**config.mk**
```make
export PLATFORM = sky130hd
export DESIGN_NAME = hl_adapter_mc
export DESIGN_NICKNAME = d
export VERILOG_FILES = /design/src/rtl/hl_pkg.sv /design/src/rtl/rr_arbiter.sv /design/src/rtl/hl_adapter_mc.sv
export SDC_FILE = /design/constraint.sdc
export NUM_CORES = 1
export LEC_CHECK = 0
export ABC_CLOCK_PERIOD_IN_PS = 2800
export CAP_MARGIN = 20
export CORE_ASPECT_RATIO = 0.8
export CORE_MARGIN = 2
export CORE_UTILIZATION = 40
export DETAILED_ROUTE_END_ITERATION = 10
export PLACE_DENSITY = 0.79
export SLEW_MARGIN = 20
export SYNTH_ARGS = -nofsm -noshare
export SYNTH_HDL_FRONTEND = slang
export SYNTH_SLANG_ARGS = --single-unit
```
**constraint.sdc**
```tcl
create_clock -name clk -period 2.8 [get_ports clk]
set_input_delay 0.28 -clock clk [delete_from_list [all_inputs] [get_ports clk]]
set_output_delay 0.28 -clock clk [all_outputs]
set_load 0.01 [all_outputs]
```
**src/rtl/hl_pkg.sv**
```systemverilog
// Shared definitions for the high-speed to low-speed bus adapter:
// FSM encoding, operation encoding and default widths.
package hl_pkg;

    localparam int DW_DEF  = 32;
    localparam int AW_DEF  = 32;
    localparam int BSW_DEF = 4;
    localparam int TMO_DEF = 255;
    localparam int CNT_W   = 16;

    typedef enum logic [1:0] {
        S_IDLE  = 2'd0,
        S_SETUP = 2'd1,
        S_WAIT  = 2'd2,
        S_RESP  = 2'd3
    } state_t;

    typedef enum logic {
        OP_READ  = 1'b0,
        OP_WRITE = 1'b1
    } op_t;

    // A channel raising both enables is treated as a write.
    function automatic op_t op_sel(input logic wr_en);
        return wr_en ? OP_WRITE : OP_READ;
    endfunction

endpackage

```
**src/rtl/rr_arbiter.sv**
```systemverilog
// Round-robin arbiter: searches from last+1 (mod N) and returns a one-hot grant.
module rr_arbiter #(
    parameter int N = 2,
    localparam int LW = (N > 1) ? $clog2(N) : 1
) (
    input  logic [N-1:0]  req,
    input  logic [LW-1:0] last,
    output logic [N-1:0]  grant
);

    int            pos;
    logic [LW-1:0] idx;
    logic          found;

    always_comb begin
        grant = '0;
        found = 1'b0;
        pos   = 0;
        idx   = '0;
        for (int k = 1; k <= N; k++) begin
            pos = (int'(last) + k) % N;
            idx = pos[LW-1:0];
            if (!found && req[idx]) begin
                grant[idx] = 1'b1;
                found      = 1'b1;
            end
        end
    end

endmodule

```
**src/rtl/hl_adapter_mc.sv**
```systemverilog
// Multi-channel adapter: arbitrates high-side requests onto a single slow
// low-side bus paced by an asynchronous strobe, with per-transaction timeout.
module hl_adapter_mc
    import hl_pkg::*;
#(
    parameter int NCH = 2,
    parameter int DW  = DW_DEF,
    parameter int AW  = AW_DEF,
    parameter int BSW = BSW_DEF,
    parameter int TMO = TMO_DEF
) (
    input  logic               clk,
    input  logic               rst,
    input  logic [NCH-1:0]     h_read_en,
    input  logic [NCH-1:0]     h_write_en,
    input  logic [NCH*AW-1:0]  h_addr,
    input  logic [NCH*DW-1:0]  h_wdata,
    input  logic [NCH*BSW-1:0] h_byte_size,
    output logic [NCH-1:0]     h_ready,
    output logic [NCH-1:0]     h_err,
    output logic [DW-1:0]      h_rdata,
    input  logic               l_clk,
    input  logic               l_ready,
    input  logic [DW-1:0]      l_rdata,
    output logic               l_read_en,
    output logic               l_write_en,
    output logic [AW-1:0]      l_addr,
    output logic [DW-1:0]      l_wdata,
    output logic [BSW-1:0]     l_byte_size
);

    localparam int LW = (NCH > 1) ? $clog2(NCH) : 1;

    state_t           state_q, state_d;
    op_t              op_q, op_d;
    logic [LW-1:0]    last_q, last_d, gnt_q, gnt_d, arb_idx;
    logic [AW-1:0]    addr_q, addr_d;
    logic [DW-1:0]    wdata_q, wdata_d, rdata_q, rdata_d;
    logic [BSW-1:0]   bsz_q, bsz_d;
    logic [CNT_W-1:0] cnt_q, cnt_d;
    logic             err_q, err_d, drop_q, drop_d;
    logic             sync1_q, sync2_q, sync3_q, tick_q;
    logic [NCH-1:0]   req, arb_gnt;
    logic             gnt_req, busy;

    assign req     = h_read_en | h_write_en;
    assign gnt_req = req[gnt_q];

    rr_arbiter #(.N(NCH)) u_arb (
        .req   (req),
        .last  (last_q),
        .grant (arb_gnt)
    );

    always_comb begin
        arb_idx = '0;
        for (int i = 0; i < NCH; i++) begin
            if (arb_gnt[i]) arb_idx = LW'(i);
        end
    end

    // drop_q remembers an early release so RESP lasts a single cycle.
    always_comb begin
        state_d = state_q;
        op_d    = op_q;
        last_d  = last_q;
        gnt_d   = gnt_q;
        addr_d  = addr_q;
        wdata_d = wdata_q;
        bsz_d   = bsz_q;
        cnt_d   = cnt_q;
        err_d   = err_q;
        drop_d  = drop_q;
        rdata_d = rdata_q;
        unique case (state_q)
            S_IDLE: begin
                drop_d = 1'b0;
                if (|req) begin
                    gnt_d   = arb_idx;
                    last_d  = arb_idx;
                    addr_d  = h_addr[int'(arb_idx)*AW +: AW];
                    wdata_d = h_wdata[int'(arb_idx)*DW +: DW];
                    bsz_d   = h_byte_size[int'(arb_idx)*BSW +: BSW];
                    op_d    = op_sel(h_write_en[arb_idx]);
                    state_d = S_SETUP;
                end
            end
            S_SETUP: begin
                if (!gnt_req) drop_d = 1'b1;
                if (tick_q) begin
                    cnt_d   = CNT_W'(TMO);
                    state_d = S_WAIT;
                end
            end
            S_WAIT: begin
                if (!gnt_req) drop_d = 1'b1;
                if (tick_q) begin
                    if (l_ready) begin
                        err_d   = 1'b0;
                        if (op_q == OP_READ) rdata_d = l_rdata;
                        state_d = S_RESP;
                    end else begin
                        cnt_d = cnt_q - CNT_W'(1);
                        if (cnt_q == CNT_W'(1)) begin
                            err_d   = 1'b1;
                            if (op_q == OP_READ) rdata_d = '0;
                            state_d = S_RESP;
                        end
                    end
                end
            end
            S_RESP: begin
                if (drop_q || !gnt_req) state_d = S_IDLE;
            end
            default: state_d = S_IDLE;
        endcase
    end

    always_ff @(posedge clk) begin
        if (rst) begin
            state_q <= S_IDLE;
            op_q    <= OP_READ;
            last_q  <= LW'(NCH - 1);
            gnt_q   <= '0;
            addr_q  <= '0;
            wdata_q <= '0;
            bsz_q   <= '0;
            cnt_q   <= '0;
            err_q   <= 1'b0;
            drop_q  <= 1'b0;
            rdata_q <= '0;
            sync1_q <= 1'b0;
            sync2_q <= 1'b0;
            sync3_q <= 1'b0;
            tick_q  <= 1'b0;
        end else begin
            state_q <= state_d;
            op_q    <= op_d;
            last_q  <= last_d;
            gnt_q   <= gnt_d;
            addr_q  <= addr_d;
            wdata_q <= wdata_d;
            bsz_q   <= bsz_d;
            cnt_q   <= cnt_d;
            err_q   <= err_d;
            drop_q  <= drop_d;
            rdata_q <= rdata_d;
            sync1_q <= l_clk;
            sync2_q <= sync1_q;
            sync3_q <= sync2_q;
            tick_q  <= sync2_q & ~sync3_q;
        end
    end

    always_comb begin
        h_ready = '0;
        h_err   = '0;
        if (state_q == S_RESP) begin
            h_ready[gnt_q] = 1'b1;
            h_err[gnt_q]   = err_q;
        end
    end

    assign busy        = (state_q == S_SETUP) || (state_q == S_WAIT);
    assign l_read_en   = busy && (op_q == OP_READ);
    assign l_write_en  = busy && (op_q == OP_WRITE);
    assign l_addr      = addr_q;
    assign l_wdata     = wdata_q;
    assign l_byte_size = bsz_q;
    assign h_rdata     = rdata_q;

endmodule

```
==> results_dict.tcl <==
set metrics [dict create \
    status "finished clean" \
    fillers 1007 \
    cp_num_buf_inv 0 \
    grt_max_degree 137 \
    leakage_uw 0.00339 \
    cts_sinks 127 \
    drive_gt1_frac 0.0665 \
    cts_buffers 17 \
    power.density_mw_per_mm2 869 \
    final_hold_viol_count 0 \
    area_growth_pct 67.2 \
    clock_skew_ns 0.00720 \
    relSlewSlack 0.286 \
    cts_setup_buffers 0 \
    first_pass_iters 4 \
    slowest_delay_ns 0.74 \
    synth_cells 537 \
    dp_hpwl_mm 12.0 \
    dieArea_mm2 0.0143 \
    final_util 0.688 \
    syn_area_per_cell_um2 9.94 \
    synthFlopType "dfxtp_1" \
    grt_pass1_vias 5282 \
    vias_per_cell 5.30 \
    fin_tns_setup_ns 0 \
    cp-end-kind "flop" \
    floorplan.initialDensity 0.412 \
    seq_area_mm2 0.00254 \
    cts_htree_levels 4 \
    multi_input_area_mm2 0.00260 \
    worst_ep_arrival_time_ns 2.82 \
    crit_type "flop to flop" \
    drv_slew 0 \
    ctsResizeCount 0 \
    gp_congestion 0.797 \
    setup_viol 0 \
    grt_pass1_wl_mm 25.9 \
    postLayoutCellArea_mm2 0.00892 \
    cp_cell_sequence "or4_4 -> nand4b_1 -> a211o_1 -> a32o_1" \
    period_share 0.900 \
    required_ns 3.10 \
    syn_nets 719 \
    cts_hold_buf 0 \
    port_buffers 281 \
    cpLargestDelayFamily "compound AO/OA/AOI/OAI gates" \
    fin_crit_ns 2.52 \
    die_y_um 107 \
    rows 37 \
    vias 5230 \
    ys_warn_count 0 \
    clk_pin_slew_worst_paths_ns 0.06 \
    routed_wl_mm 16.5 \
    fp.dieW_um 133 \
    yosys.area.top_type "dfxtp_1" \
    r2r_slack_ns 0.28 \
    met1_length_mm 6.16 \
    dr_wl_met2_mm 8.68 \
    clkLatencyLatePin_ns 0.42 \
    holdWs_ns 0.379 \
    fin_nets 981 \
    synth_edf_count 0 \
    synthDominantCellAreaShare 0.477 \
    core_mm2 0.0130 \
    cts_buffer_depth 2 \
    antenna_cells 0 \
    route.top_layer_used "met4" \
    cp-start-kind "flop" \
    detail_route.iter0.violations 333 \
    rsz0062_at_grt "false" \
    wl_per_cell_um 16.7 \
    routed-wl-met3_mm 1.12 \
    maxCapViolCount 0 \
    cts-root-buf "clkbuf_16" \
    min_path_type "flop to flop" \
    worst_slew_pin_slew_ns 1.07 \
    yosysSeqAreaShare 0.477 \
    grt_usage 0.230 \
    antenna_found_initial 0 \
    io-pin-count 282 \
    cts_tree "built" \
    fmaxAchievable_mhz 397 \
    synth_area_mm2 0.00534 \
    grt_overflow 0 \
    async_reset_ff_frac 0 \
    ys_types 45 \
    ant_nets 0 \
    place_area_mm2 0.00828 \
    drc 0 \
    slowest_stage "a211o_1" \
    cp_max_fo 32 \
    ys_ff_latch 127 \
    ir_drop_v 0.000615 \
    synth_area_leaders "dfxtp_1 48%, mux2i_1 13%, a211oi_1 10%" \
]
-- final timing paths --
path                  from          end  cells after the start
setup / recovery  cnt_q[2]  h_rdata[21]                      4
hold / removal     sync3_q       tick_q                      1
setup reg to reg  cnt_q[2]  h_rdata[21]                      4
hold reg to reg    sync3_q       tick_q                      1
-- Yosys cell counts (all sizes together) (2+ instances only) --
cell	number
ha	6
a21oi	11
nand2	9
nor3	3
o21ai	9
buf	8
nor2	76
or3	10
and2	3
or2	2
dfxtp	127
or4	10
inv	8
nor2b	8
mux2i	71
a32o	32
clkbuf	38
a31oi	5
nor4	5
o211a	2
o31ai	6
a211oi	71
-- metrics by stage --
step / total power, uW / worst slack (ns) / cells
detailed placement: 5450 / 0.322 / 955
global placement: 5360 / 0.483 / 955
floorplan: 4090 / 0.695 / 537
global route: 8190 / 0.169 / 987
CTS: 7820 / 0.300 / 987
finish: 7750 / 0.281 / 987
-- cell type report --
type | instances | area share
clock inverter | 15 | 0.0234
tap | 175 | 0.0246
timing repair buffer | 289 | 0.324
clock buffer | 17 | 0.0477
multi-input combinational | 356 | 0.292
sequential | 127 | 0.285
inverter | 8 | 0.00337
-- placed cells by master (no fill, tap or decap), types with 3 or more instances in the layout --
master | synthesis | layout
a211oi_1 | 71 | 71
a21oi_1 | 11 | 10
a31oi_1 | 5 | 5
a32o_1 | 32 | 32
and2_1 | 3 | 3
buf_4 | 0 | 6
bufinv_16 | 0 | 4
clkbuf_16 | 0 | 17
clkdlybuf4s50_1 | 0 | 280
clkinv_4 | 0 | 3
clkinvlp_4 | 0 | 3
dfxtp_1 | 127 | 127
ha_1 | 6 | 6
inv_1 | 7 | 7
inv_6 | 0 | 4
mux2i_1 | 71 | 71
nand2_1 | 9 | 9
nor2_1 | 76 | 75
nor2b_1 | 8 | 8
nor3_1 | 3 | 3
nor4_1 | 5 | 4
o21ai_0 | 9 | 9
o31ai_1 | 6 | 6
or3_1 | 7 | 7
or3_2 | 3 | 3
or4_1 | 7 | 7
-- state kept, by name, summed over array words and instances (netlist names) --
signal,flops
last_q,1
l_byte_size,4
drop_q,1
cnt_q,16
sync1_q,1
err_q,1
state_q,2
sync2_q,1
sync3_q,1
l_addr,32
h_rdata,32
op_q,1
gnt_q,1
tick_q,1
l_wdata,32
-- metal layers --
| layer | vias up | track usage |
|---|---|---|
| met4 | 0 | 0.109 |
| met3 | 37 | 0.0711 |
| met1 | 2431 | 0.244 |
| met2 | 196 | 0.418 |
| li1 | 2566 | - |
| met5 | - | 0 |
-- cells by family (layout without fill, tap and decap cells) --
family          Yosys count  count (layout)  synth area share
buf+inv                  54             329            0.0408
mux                      71              71             0.133
xor+xnor                  1               1           0.00164
flops                   127             127             0.477
fa+ha+maj                 6               6            0.0141
simple gates            132             132             0.120
compound gates          146             146             0.214
-- report_power, final --
| group | total, uW | switching (uW) | internal (uW) |
|---|---|---|---|
| clock | 2350 | 844 | 1500 |
| sequential | 2460 | 233 | 2230 |
| combinational | 2950 | 1470 | 1480 |
-- worst reg2reg max path: cells and delay by family, from the launching register on --
kind            cells  cell delay [ns]
flops               1             0.36
compound gates      2             1.20
simple gates        2             0.85
No activity file was read; power rests on OpenSTA's default activity.
